<file path="src/rtl/packet_fifo_buffer.sv">
// DEPTH-entry packet FIFO with valid/ready on both sides, occupancy flags,
// synchronous flush and a saturating stall counter for debug.
module packet_fifo_buffer #(
  parameter int unsigned NIBBLES = 6,
  parameter int unsigned DEPTH   = 4,
  parameter int unsigned STALL_W = 8
) (
  input  logic                         clock,
  input  logic                         clear_n,
  input  logic                         flush,
  input  logic                         in_valid,
  output logic                         in_ready,
  input  logic [4*NIBBLES-1:0]         in_packet,
  output logic                         out_valid,
  input  logic                         out_ready,
  output logic [4*NIBBLES-1:0]         out_packet,
  output logic [$clog2(DEPTH+1)-1:0]   count,
  output logic                         full,
  output logic                         empty,
  output logic [STALL_W-1:0]           stall_count
);

  localparam int unsigned W  = 4 * NIBBLES;
  localparam int unsigned AW = $clog2(DEPTH);
  localparam int unsigned CW = $clog2(DEPTH + 1);

  if (DEPTH < 2 || (DEPTH & (DEPTH - 1)) != 0) begin : gen_bad_depth
    $error("packet_fifo_buffer: DEPTH must be a power of two and at least 2");
  end

  logic [W-1:0]       mem_q [DEPTH];
  logic [AW-1:0]      wr_ptr_q, wr_ptr_d;
  logic [AW-1:0]      rd_ptr_q, rd_ptr_d;
  logic [CW-1:0]      count_q, count_d;
  logic [STALL_W-1:0] stall_q, stall_d;
  logic               push, pop;

  assign full        = (count_q == CW'(DEPTH));
  assign empty       = (count_q == '0);
  // in_ready ignores out_ready so there is no combinational in->out path.
  assign in_ready    = !full && !flush;
  assign out_valid   = !empty;
  assign push        = in_valid && in_ready;
  assign pop         = out_valid && out_ready;
  assign count       = count_q;
  assign stall_count = stall_q;
  assign out_packet  = empty ? '0 : mem_q[rd_ptr_q];

  always_comb begin
    wr_ptr_d = wr_ptr_q;
    rd_ptr_d = rd_ptr_q;
    count_d  = count_q;
    if (flush) begin
      wr_ptr_d = '0;
      rd_ptr_d = '0;
      count_d  = '0;
    end else begin
      if (push) wr_ptr_d = wr_ptr_q + AW'(1);
      if (pop)  rd_ptr_d = rd_ptr_q + AW'(1);
      unique case ({push, pop})
        2'b10:   count_d = count_q + CW'(1);
        2'b01:   count_d = count_q - CW'(1);
        default: count_d = count_q;
      endcase
    end
  end

  // Stalls are counted during flush too; the counter survives flush.
  always_comb begin
    stall_d = stall_q;
    if (in_valid && !in_ready && (stall_q != '1)) stall_d = stall_q + STALL_W'(1);
  end

  always_ff @(posedge clock or negedge clear_n) begin
    if (!clear_n) begin
      wr_ptr_q <= '0;
      rd_ptr_q <= '0;
      count_q  <= '0;
      stall_q  <= '0;
    end else begin
      wr_ptr_q <= wr_ptr_d;
      rd_ptr_q <= rd_ptr_d;
      count_q  <= count_d;
      stall_q  <= stall_d;
    end
  end

  always_ff @(posedge clock) begin
    if (push) mem_q[wr_ptr_q] <= in_packet;
  end

endmodule

</file>
<file path="config.mk">
export PLATFORM = sky130hd
export DESIGN_NAME = packet_fifo_buffer
export DESIGN_NICKNAME = d
export VERILOG_FILES = /design/src/rtl/packet_fifo_buffer.sv
export SDC_FILE = /design/constraint.sdc
export NUM_CORES = 1
export LEC_CHECK = 0
export ABC_AREA = 1
export CORE_MARGIN = 2
export CORE_UTILIZATION = 58
export DETAILED_ROUTE_END_ITERATION = 8
export GPL_TIMING_DRIVEN = 0
export PLACE_DENSITY = 0.84
export SETUP_SLACK_MARGIN = 0.05
export SLEW_MARGIN = 20
export SYNTH_ARGS = -nofsm -noshare
export SYNTH_HDL_FRONTEND = slang
export SYNTH_SLANG_ARGS = --single-unit
</file>
<file path="constraint.sdc">
create_clock -name clock -period 4.5 [get_ports clock]
set_clock_uncertainty 0.15 [all_clocks]
set_input_delay 0.9 -clock clock [delete_from_list [all_inputs] [get_ports clock]]
set_output_delay 0.9 -clock clock [all_outputs]
set_load 0.05 [all_outputs]
</file>
==> results of run 1 <==
-- routing by layer --
| metal | wire length [um] | up-vias | track usage, % |
|---|---|---|---|
| met4 | 208 | 0 | 9.42 |
| met3 | 563 | 18 | 2.97 |
| met5 | 0 | - | 0 |
| li1 | - | 1523 | - |
| met1 | 4090 | 1567 | 31.0 |
| met2 | 5230 | 122 | 41.4 |
-- worst max-delay path by stage --
stage | from | to | slack [ps] | cells after the start
2_1_floorplan | count[2] | out_packet[14] | 1040 | 5
3_3_place_gp | in_valid | mem_q[0][17] | 550 | 3
3_5_place_dp | flush | in_ready | 840 | 6
4_1_cts | rd_ptr_q[0] | out_packet[20] | 820 | 6
5_1_grt | rd_ptr_q[0] | out_packet[20] | 740 | 6
6_report | flush | in_ready | 830 | 6
-- where the power goes --
part	leakage, nW	internal [mW]	switching, mW	total (mW)
Combinational	0.945	0.379	0.844	1.22
Sequential	1.07	1.19	0.0513	1.24
Clock	0.0980	0.215	0.348	0.563
-- cell type report --
cell class / count / share of cell area [%]
multi-input cells: 248 / 21.8
inverters: 20 / 1.31
plain buffers: 20 / 1.94
repair buffers: 69 / 12.6
flip-flops and latches: 111 / 56.8
clock buffers: 9 / 2.16
well taps: 102 / 2.22
clock inverters: 7 / 1.09
-- Yosys cell counts --
cell	n
fa_1	1
inv_2	6
nand3_2	2
xnor2_1	3
buf_4	2
nand3b_1	1
xor2_1	4
ha_1	5
nor2_4	2
a21boi_4	1
dfrtp_1	15
buf_2	11
inv_1	14
nand2_2	4
o21ai_1	8
edfxtp_1	96
nand3_4	1
a21oi_1	26
nand2_1	33
nand4_1	3
clkbuf_1	5
buf_6	2
o21ai_0	45
nor3_1	2
nand3_1	5
xor2_2	1
nor2_1	101
-- state kept, by name (all words and copies together) (netlist names) --
signal	flops
stall_count	8
wr_ptr_q	2
mem_q	96
count	3
rd_ptr_q	2
-- worst max-delay path, cell delays in order --
cell,delay (ps)
clkdlybuf4s50_1,410
inv_1,120
buf_2,230
nand2_1,110
inv_1,60
clkdlybuf4s50_1,790
-- logic make-up after synthesis --
kind of cell | after synthesis | synth area share [%]
AND/OR/NAND/NOR | 154 | 13.9
flip-flops | 111 | 69.8
AO/OA/AOI/OAI | 80 | 8.87
buffers and inverters | 40 | 3.99
XOR/XNOR | 8 | 1.66
adder cells (fa/ha/maj) | 6 | 1.77
-- cells in the final DEF (no fill, tap or decap), types with 2 or more instances in the layout --
cell and n:
inv_2 6, o21ai_0 45, clkdlybuf4s50_1 67, inv_6 2, clkbuf_1 5, nor2_4 6, buf_2 11, nand3_2 2
clkinv_4 2, nand2_2 4, buf_4 2, a21oi_1 26, o21ai_1 8, nor2_1 97, clkbuf_8 9, ha_1 5
buf_6 2, nand3_1 5, inv_8 2, edfxtp_1 96, dfrtp_1 15, nand2_1 33, xnor2_1 3, nor3_1 2
inv_1 14, nand4_1 3, xor2_1 4, buf_16 2
-- stage by stage --
stage               util (%)  instance area [um^2]  instances
finish                  73.9                  5740        586
global route            73.9                  5740        586
CTS                     73.9                  5740        586
detailed placement      71.5                  5550        570
global placement        70.4                  5470        568
floorplan                  -                  4670        399
==> impl_results.md, run 1 <==
- Worst reg2reg path startpoint: count[1]
- Final min period: 3670 ps
- Leak Pwr: 2.12 nW
- Cts hold-fix bufs: 0
- Clk root buf: clkbuf_8
- VDD IR max: 0.000331 V
- Synth area leader: edfxtp_1
- Area Overhead vs Synth: 22.9%
- Count of pins over their slew limit: 0
- Max H-tree Level: 3
- Die Span Y: 93.7 um
- Ant diodes: 0
- Clock buffer count from CTS: 9
- Die area: 8780 um^2
- Max Freq: 0.273 GHz
- Final wirelength: 10,100 um
- First-pass GRT wire length: 15,800 um
- Worst hold margin: 427 ps
- Sequential Area: 3260 um^2
- Setup violators final: 0
- Largest net degree at the start of global routing: 25
- # fillers: 511
- Setup Total Neg Slack: 0 ps
- Hold Path Stages: 2
- Initial antenna violation count: 0
- Top cell type's share of synthesized area: 61.8%
- DRT Pass-1 Iters: 5
- DR WL/cell: 17.2 um
- Worst setup SP type: input port
- Crit end category: primary output
- Vias per cell: 5.51
- Pwr dens: 527 nW/um^2
- Final period utilization: 81.5%
- Total GRT Usage: 23.9%
- Reg2Reg Depth: 12
- Setup repair bufs after CTS: 0
- Post-Syn Instances: 399
- GPL Wtd Cong: 0.780
- Die width: 93.7 um
- Mapped cell area: 4670 um^2
- Avg Cell Area, Syn: 11.7 um^2
- Syn_nets: 434
- Num Clock Sinks: 111
- Area contributors post-synth: edfxtp_1, nor2_1, dfrtp_1
- Final worst setup slack: 830 ps
- Clock tree buffer depth: 2
- Post_cts resized: 0
- Crit Path Category: input port to primary output
- Area of the multi-input gates: 1250 um^2
- Hold Startpoint: stall_count[1]
- Tightest Hold Check Type: register to register
- Worst Hold End: stall_count[1]
- RSZ-0062 raised after global routing: false
- Core area: 7770 um^2
- Pre-CTS WS: 837 ps
- YS warnings: 0
- Critical Path RT: 3450 ps
- Layout cells sized above 1: 11.2%
- Arrival @ worst endpoint: 2620 ps
- Row cnt: 32
- R2R Setup Slk: 2300 ps
- Effective utilization at floorplan: 60.1%
- Max cap viols: 0
- Iteration-0 DRC Markers: 214
- Vias in the first global route: 3,165
- Synth cell types: 27
- DRC: 0
- Status: completed
- Via count: 3,230
- Total congestion overflow: 0
- Crit-path max FO: 10
- Worst Tran Pin Value: 797 ps
- Max_slew headroom: 46.7%
- NumNets Final: 514
- R2R Path End: count[2]
- Seq/Total Area, Yosys: 69.8%
- DP HPWL: 6640 um
- # IOs: 68
- Clock slew at reported path FFs: 100 ps
- CTS tree: done
- IO buf count: 67
- Synth Register Bits: 111
- Remaining antenna violation count: 0
- Tot Pwr: 3.02 mW
- Final Hold Vio Count: 0
- Clk Latency, worst-skew pair: 360 ps
No activity file was read; power rests on OpenSTA's default activity.
==> inputs of run 2 (changes only) <==
--- a/config.mk
+++ b/config.mk
@@ -7,10 +7,10 @@
 export LEC_CHECK = 0
 export ABC_AREA = 1
 export CORE_MARGIN = 2
-export CORE_UTILIZATION = 58
+export CORE_UTILIZATION = 54
 export DETAILED_ROUTE_END_ITERATION = 8
 export GPL_TIMING_DRIVEN = 0
-export PLACE_DENSITY = 0.84
+export PLACE_DENSITY = 0.79
 export SETUP_SLACK_MARGIN = 0.05
 export SLEW_MARGIN = 20
 export SYNTH_ARGS = -nofsm -noshare
==> constraint.sdc (replaced) <==
create_clock -name clock -period 3.4 [get_ports clock]
set_clock_uncertainty 0.15 [all_clocks]
set_input_delay 0.68 -clock clock [delete_from_list [all_inputs] [get_ports clock]]
set_output_delay 0.68 -clock clock [all_outputs]
set_load 0.05 [all_outputs]
==> run 2 against run 1 <==
Power up 32%. Cell area grew 0.98%. Non-clock buffer count up 1. Die area grew 7.1%. Largest power group unchanged. Clock power up 43%. Sequential cell count unchanged. Cell count rose by 0.68%.
==> impl_results.md, run 2 (same netlist as run 1, synthesis figures left out) <==
- Internal power: 2.38 mW
- Clock power frac: 20.1%
- Crit-path max FO: 10
- Layout cells sized above 1: 11.3%
- Final Hold Vio Count: 0
- RSZ-0062 raised after global routing: false
- Clk Latency, worst-skew pair: 370 ps
- Ant diodes: 0
- Die area: 9400 um^2
- Status: completed
- Comb pwr share: 39.0%
- # fillers: 604
- Fin cells: 590
- Worst setup SP type: register
- Most frequent cells in the layout: nor2_1, edfxtp_1, o21ai_0
- Num Clock Sinks: 111
- Worst hold margin: 429 ps
- Largest net degree at the start of global routing: 25
- Total congestion overflow: 0
- Die Span Y: 97.0 um
- Top reg by flops: mem_q
- Vias in the first global route: 3,173
- Leak Pwr: 2.37 nW
- Setup Total Neg Slack: 0 ps
- Crit end category: primary output
- First-pass GRT wire length: 15,700 um
- Via count: 3,203
- Final Instance Area: 5790 um^2
- Count of pins over their slew limit: 0
- Final wirelength: 10,000 um
- Setup repair bufs after CTS: 0
- Initial antenna violation count: 0
- VDD IR max: 0.000400 V
- Max H-tree Level: 3
- Clock slew at reported path FFs: 100 ps
- Total GRT Usage: 21.6%
- Iteration-0 DRC Markers: 197
- Remaining antenna violation count: 0
- DRT Pass-1 Iters: 5
- CTS tree: done
- Pwr dens: 692 nW/um^2
- Area Overhead vs Synth: 24.1%
- Placement Cell Area: 5580 um^2
- DRC: 0
- Sw Pwr: 1.63 mW
- Critical Path RT: 2570 ps
- GPL Wtd Cong: 0.728
- NumNets Final: 515
- Tightest Hold Check Type: register to register
- Sw Ratio: 40.6%
- Die width: 97.0 um
- Max_slew headroom: 46.1%
- Final min period: 3240 ps
- Worst Tran Pin Value: 806 ps
- Final period utilization: 95.3%
- Commonest non-fill, non-tap cell in the layout: nor2_1
- Clk root buf: clkbuf_8
- Sequential Power Share: 40.9%
- Arrival @ worst endpoint: 2410 ps
- Row cnt: 33
- Core area: 8300 um^2
- # IOs: 68
- Crit Path Category: register to primary output
- DR WL/cell: 17.0 um
- Largest register FFs: 96
- Post-Place Cells: 574
- Cts hold-fix bufs: 0
- Vias per cell: 5.43
- Setup violators final: 0
- Clock buffer count from CTS: 9
- DP HPWL: 6450 um
- Max Freq: 0.308 GHz
- Effective utilization at floorplan: 56.2%
- Max cap viols: 0
- Clock tree buffer depth: 2
- IO buf count: 67
==> run 2: power by group through the flow <==
stage	Sequential [mW]	Clock, mW	Combinational, mW
floorplan	1.78	0	0.937
global placement	1.67	0	1.56
detailed placement	1.67	0	1.61
CTS	1.64	0.813	1.57
global route	1.65	0.866	1.66
finish	1.64	0.806	1.56
==> run 2: what timing repair did <==
action,in CTS,in global routing
pin swaps,0,0
gates resized for setup,12,12
endpoints found under the setup margin,12,12
endpoints found under the hold margin,0,0
==> run 2: worst paths after layout <==
check                                     from              to  slack, ps  cells after the start
worst max-delay path                  count[0]           empty        160                      5
worst min-delay path            stall_count[1]  stall_count[1]        430                      2
worst max register to register        count[0]        count[2]       1240                     12
worst min register to register  stall_count[1]  stall_count[1]        430                      2
max in group asynchronous              clear_n     rd_ptr_q[0]       2090                      1
min in group asynchronous              clear_n  stall_count[0]        570                      1
==> run 2: worst max-delay path, cell delays in order (launching register included) <==
cell             delay [ps]
dfrtp_1                 480
nor2_4                  160
nand2_1                 120
inv_2                   150
buf_2                   280
clkdlybuf4s50_1         850
==> run 2: through the flow <==
step | util (%) | setup WS, ps | power, mW
after floorplan | - | 164 | 2.72
after global placement | 65.9 | -332 | 3.23
after detailed placement | 67.2 | 209 | 3.28
after global routing | 69.8 | 67.1 | 4.18
final | 69.8 | 158 | 4.01
after CTS | 69.5 | 53.6 | 4.03
==> run 2: metal layers <==
metal  routed length [um]  track usage (%)  share of wire (%)  vias up
met5                    0                0                  0        -
met4                  178             7.91                1.8        0
met3                  690             4.48                6.9       13
met2                 5140             36.8                 51      129
met1                 4000             27.5                 40     1540
li1                     -                -                  -     1521
==> run 2: layout make-up <==
type,count,area [um^2],share of cell area [%]
Inverter,20,75.1,1.30
Tap cell,105,131,2.27
Buffer,20,111,1.92
Timing Repair Buffer,70,761,13.1
Multi-Input combinational cell,248,1250,21.6
Clock buffer,9,124,2.14
Sequential cell,111,3260,56.2
Clock inverter,7,80.1,1.38
==> inputs of run 3 (changes only) <==
--- a/config.mk
+++ b/config.mk
@@ -16,3 +16,4 @@
 export SYNTH_ARGS = -nofsm -noshare
 export SYNTH_HDL_FRONTEND = slang
 export SYNTH_SLANG_ARGS = --single-unit
+export TNS_END_PERCENT = 50
==> run 3 against run 2 <==
Non-clock buffer count unchanged. Core utilization up 0.27 points. Clock power about the same. Cell count unchanged. Sequential power about the same. Largest power group unchanged.
==> impl_results.md, run 3 (same netlist as run 1, synthesis figures left out) <==
- Most Used Layer, Global Route: met2
- Vias per cell: 5.45
- First-pass GRT wire length: 15,700 um
- Max H-tree Level: 3
- Die Span Y: 97.0 um
- Clock buffer count from CTS: 9
- DRT Pass-1 Iters: 5
- Global routing usage on met2: 36.8%
- Initial antenna violation count: 0
- VDD IR max: 0.000400 V
- # fillers: 599
- Core area: 8300 um^2
- Area Overhead vs Synth: 24.6%
- WP buf/inv: 3
- Post-layout util: 70.1%
- Largest register FFs: 96
- CTS tree: done
- Remaining antenna violation count: 0
- Top reg by flops: mem_q
- Crit end category: primary output
- NumNets Final: 515
- Vias in the first global route: 3,173
- Die area: 9400 um^2
- Die width: 97.0 um
- CP cell instances: nor2_4, nand2_1, inv_2, buf_2, clkdlybuf4s50_1
- Final Hold Vio Count: 0
- Placement Cell Area: 5580 um^2
- Pwr dens: 692 nW/um^2
- Commonest non-fill, non-tap cell in the layout: nor2_1
- GPL Wtd Cong: 0.728
- Clock slew at reported path FFs: 100 ps
- Hold Startpoint: stall_count[1]
- Iteration-0 DRC Markers: 193
- Most frequent cells in the layout: nor2_1, edfxtp_1, o21ai_0
- Row cnt: 33
- Count of pins over their slew limit: 0
- Critical Path RT: 2570 ps
- Tightest Hold Check Type: register to register
- Effective utilization at floorplan: 56.2%
- Max Freq: 0.308 GHz
- Reg2Reg Depth: 12
- Cts hold-fix bufs: 0
- Final Instance Area: 5820 um^2
- Clk Latency, worst-skew pair: 370 ps
- Final period utilization: 95.6%
- Leak Pwr: 2.44 nW
- CP max stage delay: 850 ps
- CP max-delay cell: clkdlybuf4s50_1
- Sequential Area: 3260 um^2
- Largest net degree at the start of global routing: 25
- Final min period: 3250 ps
- Clock tree buffer depth: 2
- DR WL/cell: 17.0 um
- DP HPWL: 6450 um
- Worst reg2reg path startpoint: count[0]
- Critical path's top delay family: buffers and inverters
- Area of the multi-input gates: 1250 um^2
- Via count: 3,213
- RSZ-0062 raised after global routing: false
- Num Clock Sinks: 111
- Worst setup SP type: register
- IO buf count: 67
- Tot Pwr: 4.03 mW
- # IOs: 68
- Met3 GRT Util: 4.48%
- Met1 Use GR: 27.5%
- Hold Path Stages: 2
- DRC: 0
- Worst Tran Pin Value: 809 ps
- Max cap viols: 0
- Crit-path max FO: 10
- Total GRT Usage: 21.6%
- Clk root buf: clkbuf_8
- R2R Path End: count[2]
- Critical Path Stages: 5
- Worst hold margin: 429 ps
- Worst Hold End: stall_count[1]
- Setup violators final: 0
- Status: completed
- R2R Setup Slk: 1240 ps
- Final wirelength: 10,000 um
- Pre-CTS WS: 209 ps
- Crit Path Category: register to primary output
- Arrival @ worst endpoint: 2420 ps
- Ant diodes: 0
- Total congestion overflow: 0
- Final worst setup slack: 150 ps
- Layout cells sized above 1: 11.3%
- Max_slew headroom: 45.9%
-- run 3: worst max-delay path by stage --
stage / slack (ps) / start / end
finish: 150 / count[0] / empty
global route: 70 / count[0] / empty
CTS: 4 / rd_ptr_q[1] / out_packet[11]
detailed placement: 210 / flush / in_ready
global placement: -330 / in_valid / mem_q[1][17]
floorplan: 160 / count[2] / out_packet[14]
-- run 3: layer usage --
| metal | wire [um] | up-vias |
|---|---|---|
| met5 | 0 | - |
| met4 | 210 | 0 |
| met3 | 617 | 20 |
| met2 | 5050 | 130 |
| met1 | 4130 | 1541 |
| li1 | - | 1522 |
-- run 3: final cells by class --
cell class                      count  area share [%]
Timing Repair Buffer               70            13.5
Multi-Input combinational cell    248            21.6
Sequential cell                   111            56.0
Clock inverter                      7            1.38
Tap cell                          105            2.26
Buffer                             20            1.91
Clock buffer                        9            2.13
Inverter                           20            1.29
-- run 3: tightest hold or removal path, cell delays in order (launching register included) --
cell and delay (ps):
dfrtp_1 420, nand2_1 70, nand2_1 60
-- run 3: power by group --
group	switching [mW]	total (mW)	internal [mW]
logic	1.11	1.58	0.475
registers	0.0655	1.64	1.57
clock network	0.458	0.806	0.348
total	1.63	4.03	2.40
-- run 3: stage by stage --
| step | std cells | TNS, ps |
|---|---|---|
| after floorplan | 399 | 0 |
| after global placement | 571 | -27300 |
| after detailed placement | 574 | 0 |
| after CTS | 590 | 0 |
| after global routing | 590 | 0 |
| final | 590 | 0 |
-- run 3: repair_timing --
item                                    CTS  global route
buffers inserted                          0             0
endpoints found under the setup margin   12            18
hold endpoints to repair                  0             0
gates resized for setup                   6            18
==> RTL edit: new RTL, flow settings as in run 1 <==
Put one more register stage on the output `count`, with the module's reset. The value now appears one clock later. The other outputs are not delayed to match.
--- a/src/rtl/packet_fifo_buffer.sv
+++ b/src/rtl/packet_fifo_buffer.sv
@@ -42,7 +42,13 @@
   assign out_valid   = !empty;
   assign push        = in_valid && in_ready;
   assign pop         = out_valid && out_ready;
-  assign count       = count_q;
+  always_ff @(posedge clock or negedge clear_n) begin
+    if (!clear_n) begin
+      count <= '0;
+    end else begin
+      count <= count_q;
+    end
+  end
   assign stall_count = stall_q;
   assign out_packet  = empty ? '0 : mem_q[rd_ptr_q];
 
Behaviour: not the same (a bounded check fails within 4 cycles, from zero or initial values).
==> RTL edit against run 1 <==
Utilization rose by 6.0 points. Sequential share of layout area is 3.4 points lower. Die area grew 1.5%. Power is 30% higher. Largest cell class unchanged. Hold slack worse by 63 ps. Final area up 8.7%. Wire length grew 8.3%. Critical endpoint is now out_packet[16]. Sequential cell count is 3 higher. Synthesized cell count grew 0.50%. Setup slack worse by 170 ps. Area after synthesis increased by 1.6%. Register-to-register slack got worse by 120 ps. Global-route usage rose by 2.1 points.
==> RTL edit: results (changes against run 1) <==
[drt]
wl_met2_um=5760  ; +10%
wl_met1_um=4340  ; +5.9%
wl_met3_um=609  ; +8.2%
drtIter0Drc=293  ; +37%
avgViaCountPerCell=5.49  ; -0.43%
avgRoutedWirePerCell_um=18.1  ; +5.0%

[synthesis]
synthTopCellsByCount=100 x nor2_1, 96 x edfxtp_1, 35 x o21ai_0
ys_top_cells_by_area=edfxtp_1 61%, dfrtp_1 9.5%, nor2_1 7.9%
synth_seq_area_share_pct=70.3  ; +0.52 points
postSynth.asyncResetShare_pct=15.8  ; +2.3 points
syn_nets=436  ; +0.46%

[layout]
largest_register=mem_q
final-clk-cell-share_pct=10.1  ; +6.8 points
inverters=19  ; -5.0%
register_area_um2=3330  ; +2.3%
clkbuf_count=18  ; +9
layout.nets=524  ; +1.9%
seq_cells=114  ; +2.7%
buf_share_pct=13.2  ; -1.4 points
layout-drive-gt1-share_pct=14.9  ; +3.8 points
fill_cells=433  ; -15%

[worst_setup_path]
cp-endpoint=out_packet[16]
rrSetupSlack_ps=2180  ; -120 ps
reg2reg_to=count_q[2]
timing.rr.start=count_q[1]
worstPathArrival_ps=2780  ; +160 ps
startpoint=rd_ptr_q[0]
slowest_delay_ps=850  ; +60 ps

[sta]
worst_slew_pin_slew_ps=855  ; +57.3 ps
post-route-period-util_pct=85.2  ; +3.7 points

[hold_path]
holdPathEnd=count[1]
min_from=count_q[1]

[placement]
gp_congestion=0.780  ; about the same
place_ws_ps=934  ; +96.7 ps
dp_hpwl_um=6270  ; -5.6%

[global_routing]
grt_first_pass_wirelength_um=16500  ; +4.2%
grt_antenna_before_repair=0  ; unchanged
globalRouteMet2Util_pct=45.2  ; +3.9 points
grt_pass1_vias=3326  ; +5.1%
use_met3_pct=7.26  ; +4.3 points
use_met1_pct=31.2  ; +0.23 points

[power_and_ir_drop]
peakVddDrop_v=0.000515  ; +56%
p_comb_share_pct=31.2  ; -9.2 points
p_seq_share_pct=32.6  ; -8.4 points
p_int_mw=2.55  ; +43%
leakagePower_nw=2.34  ; +10%

[clock_network]
clkTransAtPathRegs_ps=60  ; -40 ps
cts_max_level=4  ; +1
cts_setup_buffers=0  ; unchanged

[status]
outcome=finished, final reports clean

==> RTL edit: cell count changes in the layout (fill, tap and decap cells not counted), moves of 3 or more <==
cell	delta
bufinv_16	+5
clkbuf_16	+16
clkbuf_8	-8
clkinv_2	+3
clkinvlp_4	+3
dfrtp_1	+3
o21ai_0	-10
o21ai_1	+10
==> RTL edit: logic make-up after synthesis <==
| kind of cell | synth area share, % |
|---|---|
| xor gates and xnor gates | 1.64 |
| adders and majority gates | 1.74 |
| buffers and inverters | 3.85 |
| AOI/OAI and AO/OA | 8.58 |
| DFF | 70.3 |
| and+or+nand+nor | 13.9 |
==> RTL edit: metrics by stage <==
stage | cell area [um^2] | instances | utilization, % | power, mW | hold WS, ps
floorplan | 4740 | 401 | - | 2.09 | 291
global placement | 5540 | 570 | 70.9 | 2.47 | 330
detailed placement | 5610 | 572 | 71.9 | 2.51 | 328
CTS | 6240 | 604 | 79.9 | 3.93 | 359
global route | 6240 | 604 | 79.9 | 4.05 | 385
finish | 6240 | 604 | 79.9 | 3.93 | 365
